--- src/rtl/note_seq_pkg.sv ---
// -----------------------------------------------------------------------------
// note_seq_pkg
// Shared types and constants for the note sequencer and its tone map:
//   state_t       sequencer FSM states (IDLE / PLAY / GAP / DONE)
//   REST_PRELOAD  divider preload that silences the divider output
//   TONE_*        divider preload values for note codes 1..7
//   song_entry_t  one song table entry {code[3:0], dur[2:0]}
//   SONG_TABLE    the fixed 16-entry melody
//   eff_dur()     duration with the dur = 0 -> 1 beat rule applied
// -----------------------------------------------------------------------------
package note_seq_pkg;

    typedef enum logic [1:0] {
        ST_IDLE = 2'd0,
        ST_PLAY = 2'd1,
        ST_GAP  = 2'd2,
        ST_DONE = 2'd3
    } state_t;

    // 8'hFF keeps the divider counter parked at 255, so fout never toggles.
    localparam logic [7:0] REST_PRELOAD = 8'hFF;

    localparam logic [7:0] TONE_1 = 8'd16;
    localparam logic [7:0] TONE_2 = 8'd45;
    localparam logic [7:0] TONE_3 = 8'd70;
    localparam logic [7:0] TONE_4 = 8'd82;
    localparam logic [7:0] TONE_5 = 8'd104;
    localparam logic [7:0] TONE_6 = 8'd124;
    localparam logic [7:0] TONE_7 = 8'd141;

    typedef struct packed {
        logic [3:0] code;  // 0 and 8..15 are rests
        logic [2:0] dur;   // beats; 0 is played as 1 beat
    } song_entry_t;

    localparam int unsigned SONG_TABLE_LEN = 16;

    localparam song_entry_t SONG_TABLE [SONG_TABLE_LEN] = '{
        '{4'd1, 3'd2}, '{4'd0, 3'd1}, '{4'd7, 3'd0}, '{4'd3, 3'd1},
        '{4'd3, 3'd1}, '{4'd4, 3'd1}, '{4'd5, 3'd2}, '{4'd0, 3'd1},
        '{4'd5, 3'd1}, '{4'd4, 3'd1}, '{4'd3, 3'd1}, '{4'd2, 3'd1},
        '{4'd1, 3'd2}, '{4'd6, 3'd1}, '{4'd5, 3'd1}, '{4'd1, 3'd4}
    };

    function automatic logic [2:0] eff_dur(input logic [2:0] dur);
        return (dur == 3'd0) ? 3'd1 : dur;
    endfunction

endpackage

--- src/rtl/note_seq_if.sv ---
// -----------------------------------------------------------------------------
// note_seq_if
// Control and output bundle of the note sequencer.
//   start / stop / loop_en  commands from the controller (master -> slave)
//   d                       preload to the divider, 8'hFF = silent
//   note_idx                song entry currently playing
//   playing                 high while in PLAY or GAP
//   done                    one-cycle pulse when a non-looping song ends
//   dbg_state               current FSM state, for observation only
// Commands are level signals sampled on every rising clk edge; there is no
// valid/ready handshake -- stop wins over start whenever both are high.
// -----------------------------------------------------------------------------
interface note_seq_if;
    import note_seq_pkg::*;

    logic       start;
    logic       stop;
    logic       loop_en;
    logic [7:0] d;
    logic [3:0] note_idx;
    logic       playing;
    logic       done;
    state_t     dbg_state;

    modport master (
        output start, stop, loop_en,
        input  d, note_idx, playing, done, dbg_state
    );

    modport slave (
        input  start, stop, loop_en,
        output d, note_idx, playing, done, dbg_state
    );

endinterface

--- src/rtl/note_seq_tone_lut.sv ---
// -----------------------------------------------------------------------------
// tone_lut
// Purely combinational note code -> divider preload map.
//   i_code     note code, 1..7 are tones, everything else is a rest
//   o_preload  divider preload (REST_PRELOAD for rests)
// -----------------------------------------------------------------------------
module tone_lut
    import note_seq_pkg::*;
(
    input  logic [3:0] i_code,
    output logic [7:0] o_preload
);

    always_comb begin
        o_preload = REST_PRELOAD;
        case (i_code)
            4'd1:    o_preload = TONE_1;
            4'd2:    o_preload = TONE_2;
            4'd3:    o_preload = TONE_3;
            4'd4:    o_preload = TONE_4;
            4'd5:    o_preload = TONE_5;
            4'd6:    o_preload = TONE_6;
            4'd7:    o_preload = TONE_7;
            default: o_preload = REST_PRELOAD;
        endcase
    end

endmodule

--- src/rtl/note_sequencer.sv ---
// -----------------------------------------------------------------------------
// note_sequencer
// Steps through SONG_TABLE and drives the preload of an 8-bit preload
// frequency divider so that its output plays the melody. Each note lasts
// dur*BEAT_DIV clocks: the tone for all but the last GAP_CYCLES clocks,
// then silence for GAP_CYCLES clocks.
//   clk   system clock
//   rst   synchronous, active-high reset
//   bus   note_seq_if slave: start/stop/loop_en in; d, note_idx, playing,
//         done, dbg_state out (all outputs registered)
// -----------------------------------------------------------------------------
module note_sequencer
    import note_seq_pkg::*;
#(
    parameter logic [23:0] BEAT_DIV   = 24'd6_000_000,
    parameter logic [23:0] GAP_CYCLES = 24'd600_000,
    parameter int unsigned SONG_LEN   = 16
) (
    input  logic       clk,
    input  logic       rst,
    note_seq_if.slave  bus
);

    localparam logic [3:0] LAST_IDX = 4'(SONG_LEN - 1);

    state_t      r_state,   w_state_nxt;
    logic [26:0] r_cnt,     w_cnt_nxt;
    logic [3:0]  r_idx,     w_idx_nxt;
    logic [7:0]  r_d,       w_d_nxt;
    logic        r_playing, w_playing_nxt;
    logic        r_done,    w_done_nxt;

    logic [2:0]  w_cur_dur;
    logic [26:0] w_note_len;
    logic [26:0] w_play_last;
    logic [26:0] w_gap_last;
    logic        w_last_entry;
    logic        w_advance;
    logic [3:0]  w_adv_idx;
    logic [3:0]  w_adv_code;
    logic [7:0]  w_adv_tone;
    logic [3:0]  w_first_code;
    logic [7:0]  w_first_tone;

    // Note timing for the current entry. 27 bits hold 7*BEAT_DIV for any
    // 24-bit BEAT_DIV, so the product never wraps.
    assign w_cur_dur   = SONG_TABLE[r_idx].dur;
    assign w_note_len  = 27'(eff_dur(w_cur_dur)) * 27'(BEAT_DIV);
    assign w_play_last = w_note_len - 27'(GAP_CYCLES) - 27'd1;
    assign w_gap_last  = 27'(GAP_CYCLES) - 27'd1;

    // Entry that follows the current one (wraps to 0 after the last entry);
    // its tone is looked up ahead so d can switch on the advancing edge.
    assign w_last_entry = (r_idx == LAST_IDX);
    assign w_adv_idx    = w_last_entry ? 4'd0 : (r_idx + 4'd1);
    assign w_adv_code   = SONG_TABLE[w_adv_idx].code;
    assign w_first_code = SONG_TABLE[0].code;

    tone_lut u_adv_lut (
        .i_code    (w_adv_code),
        .o_preload (w_adv_tone)
    );

    tone_lut u_first_lut (
        .i_code    (w_first_code),
        .o_preload (w_first_tone)
    );

    always_ff @(posedge clk) begin
        if (rst) begin
            r_state   <= ST_IDLE;
            r_cnt     <= 27'd0;
            r_idx     <= 4'd0;
            r_d       <= REST_PRELOAD;
            r_playing <= 1'b0;
            r_done    <= 1'b0;
        end else begin
            r_state   <= w_state_nxt;
            r_cnt     <= w_cnt_nxt;
            r_idx     <= w_idx_nxt;
            r_d       <= w_d_nxt;
            r_playing <= w_playing_nxt;
            r_done    <= w_done_nxt;
        end
    end

    // Next-state and next-output logic. The output registers are loaded with
    // the values belonging to the state being entered, so d follows the
    // state with no extra cycle of latency.
    always_comb begin
        w_state_nxt   = r_state;
        w_cnt_nxt     = r_cnt;
        w_idx_nxt     = r_idx;
        w_d_nxt       = r_d;
        w_playing_nxt = r_playing;
        w_done_nxt    = 1'b0;
        w_advance     = 1'b0;

        case (r_state)
            ST_IDLE: begin
                w_cnt_nxt     = 27'd0;
                w_d_nxt       = REST_PRELOAD;
                w_playing_nxt = 1'b0;
                if (bus.start) begin
                    w_state_nxt   = ST_PLAY;
                    w_idx_nxt     = 4'd0;
                    w_d_nxt       = w_first_tone;
                    w_playing_nxt = 1'b1;
                end
            end

            ST_PLAY: begin
                if (r_cnt == w_play_last) begin
                    if (GAP_CYCLES == 24'd0) begin
                        w_advance = 1'b1;
                    end else begin
                        w_state_nxt = ST_GAP;
                        w_cnt_nxt   = 27'd0;
                        w_d_nxt     = REST_PRELOAD;
                    end
                end else begin
                    w_cnt_nxt = r_cnt + 27'd1;
                end
            end

            ST_GAP: begin
                if (r_cnt == w_gap_last) begin
                    w_advance = 1'b1;
                end else begin
                    w_cnt_nxt = r_cnt + 27'd1;
                end
            end

            ST_DONE: begin
                w_state_nxt   = ST_IDLE;
                w_d_nxt       = REST_PRELOAD;
                w_playing_nxt = 1'b0;
            end

            default: begin
                w_state_nxt   = ST_IDLE;
                w_cnt_nxt     = 27'd0;
                w_d_nxt       = REST_PRELOAD;
                w_playing_nxt = 1'b0;
            end
        endcase

        // End of a note: move to the next entry, loop, or finish.
        // loop_en only matters here, on the last entry.
        if (w_advance) begin
            w_cnt_nxt = 27'd0;
            if (!w_last_entry || bus.loop_en) begin
                w_state_nxt   = ST_PLAY;
                w_idx_nxt     = w_adv_idx;
                w_d_nxt       = w_adv_tone;
                w_playing_nxt = 1'b1;
            end else begin
                w_state_nxt   = ST_DONE;
                w_d_nxt       = REST_PRELOAD;
                w_playing_nxt = 1'b0;
                w_done_nxt    = 1'b1;
            end
        end

        // stop overrides everything, including a start in the same cycle;
        // note_idx is left holding the entry that was interrupted.
        if (bus.stop) begin
            w_state_nxt   = ST_IDLE;
            w_cnt_nxt     = 27'd0;
            w_idx_nxt     = r_idx;
            w_d_nxt       = REST_PRELOAD;
            w_playing_nxt = 1'b0;
            w_done_nxt    = 1'b0;
        end
    end

    assign bus.d         = r_d;
    assign bus.note_idx  = r_idx;
    assign bus.playing   = r_playing;
    assign bus.done      = r_done;
    assign bus.dbg_state = r_state;

endmodule

--- src/flat_wrapper.sv ---
// flat-port wrapper written by rule: the top's interface ports become plain ports
module note_sequencer_flat import note_seq_pkg::*;
#(
    parameter logic [23:0] BEAT_DIV   = 24'd6_000_000,
    parameter logic [23:0] GAP_CYCLES = 24'd600_000,
    parameter int unsigned SONG_LEN   = 16
)
  (clk, rst, bus_start, bus_stop, bus_loop_en, bus_d, bus_note_idx, bus_playing, bus_done, bus_dbg_state);
  note_seq_if bus_i ();
  input  logic clk;
  input  logic rst;
  input wire logic [$bits(bus_i.start)-1:0] bus_start;
  input wire logic [$bits(bus_i.stop)-1:0] bus_stop;
  input wire logic [$bits(bus_i.loop_en)-1:0] bus_loop_en;
  output wire logic [$bits(bus_i.d)-1:0] bus_d;
  output wire logic [$bits(bus_i.note_idx)-1:0] bus_note_idx;
  output wire logic [$bits(bus_i.playing)-1:0] bus_playing;
  output wire logic [$bits(bus_i.done)-1:0] bus_done;
  output wire logic [$bits(bus_i.dbg_state)-1:0] bus_dbg_state;
  assign bus_i.start = bus_start;
  assign bus_i.stop = bus_stop;
  assign bus_i.loop_en = bus_loop_en;
  assign bus_d = bus_i.d;
  assign bus_note_idx = bus_i.note_idx;
  assign bus_playing = bus_i.playing;
  assign bus_done = bus_i.done;
  assign bus_dbg_state = bus_i.dbg_state;
  note_sequencer #(.BEAT_DIV(BEAT_DIV), .GAP_CYCLES(GAP_CYCLES), .SONG_LEN(SONG_LEN)) u_core (.clk(clk), .rst(rst), .bus(bus_i));
endmodule
--- config.mk ---
export PLATFORM = sky130hd
export DESIGN_NAME = note_sequencer_flat
export DESIGN_NICKNAME = d
export VERILOG_FILES = /design/src/rtl/note_seq_pkg.sv /design/src/rtl/note_seq_if.sv /design/src/rtl/note_seq_tone_lut.sv /design/src/rtl/note_sequencer.sv /design/src/flat_wrapper.sv
export SDC_FILE = /design/constraint.sdc
export NUM_CORES = 1
export LEC_CHECK = 0
export ABC_AREA = 1
export CELL_PAD_IN_SITES_DETAIL_PLACEMENT = 1
export CELL_PAD_IN_SITES_GLOBAL_PLACEMENT = 2
export CORE_ASPECT_RATIO = 1.75
export CORE_UTILIZATION = 31
export CTS_BUF_LIST = sky130_fd_sc_hd__clkbuf_8
export DETAILED_ROUTE_END_ITERATION = 12
export PLACE_DENSITY_LB_ADDON = 0.1
export SLEW_MARGIN = 10
export SYNTH_ARGS = -nofsm -noshare
export SYNTH_HDL_FRONTEND = slang
export SYNTH_SLANG_ARGS = --single-unit
--- constraint.sdc ---
create_clock -name clk -period 4 [get_ports clk]
set_input_delay 0.6 -clock clk [delete_from_list [all_inputs] [get_ports clk]]
set_output_delay 0.6 -clock clk [all_outputs]
set_load 0.005 [all_outputs]
* Word level (Yosys, flattened, before mapping) *
Memory sizes are Yosys's and may differ from the RTL's.
Index checks and enable logic that the tools add are counted.

word-level totals
  memory bits (read-only) = 224
  bits in writable memories = 0
  bits in latches = 0
  register bits after elaboration = 43
  memories = 2
  logic and storage cells = 78

memory list
  name             words  width  read ports  clocked after Yosys merged registers in  write ports  line                  text
  (no name shown)  16     7      1           0                                        0            note_sequencer.sv:56  assign w_adv_code = SONG_TABLE[w_adv_idx].code;
  (no name shown)  16     7      1           0                                        0            note_sequencer.sv:47  assign w_cur_dur = SONG_TABLE[r_idx].dur;

operators by class
  div/mod/pow operators = 0
  multipliers = 1
  eq/ne operators = 16
  shift operators = 0
  magnitude comparators = 2
  reduce and logical (&&, ||, !) cells = 13
  add/sub/neg operators = 4
  bitwise logic cells = 3
  multiplexer cells = 31

operators by type and width
  kind                    count
  $pmux 27 s3             1
  $pmux 8 s7              1
  $mux 27                 2
  $mux 8                  4
  $add 27x1->27 const B   1
  $eq 27x20->1 const B    1
  $eq 27x27->1            1
  $sub 26x20->27 const B  1
  $sub 27x1->27 const B   1
  $pmux 8 s3              1
  $mux 4                  5
  $mul 3x16->19 const B   1
  $eq 4x3->1 const B      4
  $mux 7                  2
  $ge 5x5->1 const B      2
  $not 4->5               2
  $mux 3                  3
  $eq 4x2->1 const B      2
  $mux 2                  4
  $mux 1                  6
  $pmux 2 s3              1
  $reduce_bool 3->1       2
  $reduce_or 3->1         2
  $add 4x1->4 const B     1
  17 further kinds        19

* Logic depth before layout (Yosys ltp) *
  depth after elaboration = 13
  gate-level depth with buffers = 38
  mapped depth without buffers = 37

* Hierarchy *
A second synthesis with hierarchy kept.

second synthesis, totals
  cell total of the unflattened synthesis = 729
  area, all modules = 4640.7 um^2

modules (own cells, without submodules)
  module          cells each  seq. area each (um^2)  times used  area each (um^2)
  note_sequencer  675         860.8                  1           4393.0
  tone_lut        27          0.0                    2           123.9

* Least setup slack after synthesis *
No wires, ideal clock.

  path kind = reg2reg
  start = register u_core.r_idx[0] (netlist: u_core.bus.note_idx[0])
  end = register u_core.r_cnt[0]
  slack = -0.317 ns
  data arrival time = 4.184 ns
  cell stages (with the launch flop) = 34
  cells stage by stage = dfxtp_1 > inv_1 > ha_1 > nor2_1 > inv_1 > nand2_1 > nand2_2 > nand2_4 > inv_1 > ha_1 > inv_1 > ha_1 > buf_6 > nand2_1 > nand2_1 > inv_2 > nand3_1 > and2_1 > ha_1 > xor2_1 > nand4_1 > nor2_1 > nand2_1 > nor2_1 > nand3_1 > nor2_1 > nand3_1 > nor2_1 > nand3_2 > nand2_2 > nand2_4 > buf_6 > nand3b_1 > a21oi_1

on the way
  longest elaborated chain between the ends = 12

RTL lines
  item                                           line                   text
  from (decl)                                    note_sequencer.sv:28   logic [3:0] r_idx, w_idx_nxt;
  from (signal assigned)                         note_sequencer.sv:80   r_idx <= w_idx_nxt;
  $not 4->5 (implied by the code) (*)            note_sequencer.sv:47
  $mem_v2 16x7 (*)                               -
  $mux 3 (implied by the code) (*) (2 in a row)  note_sequencer.sv:47
  $logic_not 3->1                                note_seq_pkg.sv:46     return (dur == 3'd0) ? 3'd1 : dur;
  $mux 3 (*)                                     note_seq_pkg.sv:46
  $mul 3x16->19 (*)                              note_sequencer.sv:48   assign w_note_len = 27'(eff_dur(w_cur_dur)) * 27'(BEAT_DIV);
  $sub 26x20->27 (*)                             note_sequencer.sv:49   assign w_play_last = w_note_len - 27'(GAP_CYCLES) - 27'd1;
  $sub 27x1->27 (*)                              note_sequencer.sv:49
  $eq 27x27->1 (*)                               note_sequencer.sv:113  if (r_cnt == w_play_last) begin
  $mux 27 (*)                                    note_sequencer.sv:113
  $pmux 27 s3 (*)                                note_sequencer.sv:99   case (r_state)
  to (signal assigned)                           note_sequencer.sv:79   r_cnt <= w_cnt_nxt;
  to (decl)                                      note_sequencer.sv:27   logic [26:0] r_cnt, w_cnt_nxt;

Mark *: on every way between the ends. The rest lies on a longest branch, timed or not. The select of a mux whose other input is x is not followed.
A chain may end at the register's enable or synchronous reset.

* Worst setup path after layout *
  start = register u_core.r_idx[1] (netlist: u_core.bus.note_idx[1])
  end = register u_core.r_cnt[3]

Same word-level chain as after synthesis.

==> impl_metrics.ini <==
[routing]
drc_errors = 0
drt-total-wl_um = 15920
wl_per_cell_um = 16.62
drt-pass1-iter-count = 4
ant_nets = 0
drt_iter0_drc = 114
avgViaCountPerCell = 5.053
vias = 4841

[critical_path]
timing_worst_setup_path_type = flip-flop to flip-flop
rrSetupSlack_ns = -0.21
crit_start = u_core.bus.note_idx[1]
max_stage_delay_ns = 0.56
critPathRequiredTime_ns = 4.17
cp.arrival_ns = 4.38
r2r_start = u_core.bus.note_idx[1]
worst_r2r_endpoint = u_core.r_cnt[3]
cp-endpoint = u_core.r_cnt[3]
startpoint_type = flip-flop
end_kind = flip-flop
crit_top_cell = nand2_1
slowest_stage = fa_2
critPathMaxFanout = 7
worst_r2r_path_depth = 29

[timing]
relSlewSlack_pct = 25.07
fin_skew_ns = 0.01185
setup-violations-final = 37
holdWs_ns = 0.4797
drv_slew = 0
setup_slack_ns = -0.2140
hold_viol_final = 0
fmaxAchievable_mhz = 237.3
tightest_slew_ns = 1.121
period_needed_ns = 4.214
rsz0062_at_grt = true
period_share_pct = 105.3

[power_and_ir_drop]
seq_power_share_pct = 47.4
intPower_mw = 0.6246
p_leak_nw = 2.511
finalPower_mw = 0.9389
clkPwrFrac_pct = 31.7
pwr-share-comb_pct = 20.9
ir_drop_v = 0.0001961
p_per_area_mw_per_mm2 = 162.7
p_switching_mw = 0.3144
swShare_pct = 33.48

[die]
coreArea_mm2 = 0.01352
ios = 21
initial_core_util_pct = 32.10
rows = 56
die-area_mm2 = 0.01450
die_w_um = 91.45
die_h_um = 158.5

[layout]
n_fill_cell = 1764
final_common_cell = nand2_1
final_cells = 958
final_cell_mix = nand2_1, inv_1, buf_4
synthToLayoutAreaGrowth_pct = 32.95
antenna_cells = 0
fin_nets = 818
drive_gt1_share_pct = 25.89

[synth]
ys_ff_latch = 43
synth.top_cell.area_share_pct = 19.83
syn_area_mm2 = 0.004340
ys.flop_type = dfxtp_1
syn_inst = 692
syn_nets = 727
avgSynthCellArea_um2 = 6.272
ys_types = 42
async_flop_share_pct = 0
synth_area_leaders = dfxtp_1, nand2_1, nand3_1
synth_edf_count = 0
synth.yosys.seq_area_share_pct = 19.83
ys.warnings.count = 0
synth_area_leader_cell = dfxtp_1

[clock_network]
cts_root_buffer = clkbuf_8
cts_made_buffers = 5
clkLatencyLatePin_ns = 0.32
tritoncts = yes
path_clk_slew_ns = 0.10
cts_sinks = 43
cts_hold_buf = 0
cts_max_level = 2
max-clock-path-buffers = 2

[global_routing]
grt_max_degree = 28
grt_overflow = 0
first_global_vias = 5123
grt_pass1_wl_um = 25650
antenna_found_initial = 0
grt_use_total_pct = 22.54

[placement]
dp_worst_setup_slack_ns = -0.4393
placed_cells = 936
port_buffers = 20
dp.final_hpwl_um = 12540
routabilityCongestion = 0.8400

[hold_path]
hp-class = flip-flop to flip-flop
hold_start = u_core.bus.d[2]

[job]
cap_violations = 0

[run_status]
status = complete, but fails checks
violations = negative setup slack
[metrics by stage]
step / cell area [µm²] / setup TNS (ns) / utilization [%]
2_1_floorplan: 4378 / 0 / -
3_3_place_gp: 5201 / -9.530 / 38.46
3_5_place_dp: 5201 / -14.16 / 38.46
4_1_cts: 5488 / -4.926 / 40.58
5_1_grt: 5771 / -15.55 / 42.67
6_report: 5771 / -5.946 / 42.67
[worst max-delay path, delay by kind of cell, from the launching register on]
| family | cells | cell delay (ns) |
|---|---|---|
| AOI/OAI and AO/OA | 1 | 0.07 |
| adders and majority gates | 4 | 1.50 |
| buffers and inverters | 5 | 0.26 |
| DFF | 1 | 0.39 |
| and+or+nand+nor | 19 | 1.83 |
[synth_stat cells, types with 12 or more instances]
cell	n
nand4_1	14
nor2_1	41
nand2_1	190
ha_1	26
a21oi_1	35
o21ai_0	14
buf_2	12
inv_1	89
xor2_1	25
dfxtp_1	43
nand3b_1	20
nand3_1	86
[kinds of logic after synthesis]
group                      Yosys count  share of synthesized area (%)
and+or+nand+nor                    405                          44.34
buffers and inverters              118                          11.59
AOI/OAI and AO/OA                   67                          8.879
DFF                                 43                          19.83
adders and majority gates           30                          9.340
xor gates and xnor gates            29                          6.025
[sequential cells by signal, indices dropped and copies added, names as in the netlist]
register	cells
u_core.bus.d	8
u_core.bus.dbg_state	2
u_core.bus.done	1
u_core.bus.note_idx	4
u_core.bus.playing	1
u_core.r_cnt	27
[timing repair]
action	in CTS	in global routing
hold endpoints to repair	0	0
gates resized for setup	38	44
buffers inserted	6	4
setup endpoints to repair	37	37
pin swaps	8	33
cloned	2	2
[routing by layer]
| layer | routed length (µm) | global-route usage, % | vias to the layer above |
|---|---|---|---|
| li1 | - | - | 2434 |
| met5 | 0 | 0 | - |
| met1 | 5817 | 21.51 | 2355 |
| met3 | 202 | 1.719 | 16 |
| met4 | 270 | 5.215 | 0 |
| met2 | 9629 | 49.87 | 36 |
[worst min-delay path by stage]
stage	to	cells after the start
4_1_cts	u_core.bus.d[3]	2
3_3_place_gp	u_core.bus.d[0]	2
2_1_floorplan	u_core.bus.d[0]	2
5_1_grt	u_core.bus.d[2]	2
6_report	u_core.bus.d[2]	2
3_5_place_dp	u_core.bus.d[2]	2
[layout make-up]
type                    instances  area [µm²]  share of cell area, %
multi-input cells             534        3391                  58.76
flip-flops and latches         43       869.6                  15.07
repair buffers                105       845.8                  14.66
inverters                      94       362.8                  6.288
well taps                     174       217.7                  3.773
clock buffers                   5       68.82                  1.193
clock inverters                 3       15.01                 0.2602
[power groups by stage]
stage	registers, mW	clock network (mW)	logic (mW)
floorplan	0.453	0	0.0926
global route	0.446	0.316	0.212
CTS	0.444	0.308	0.173
detailed placement	0.453	0	0.147
global placement	0.453	0	0.144
finish	0.445	0.298	0.196
No activity file was read; power rests on OpenSTA's default activity.
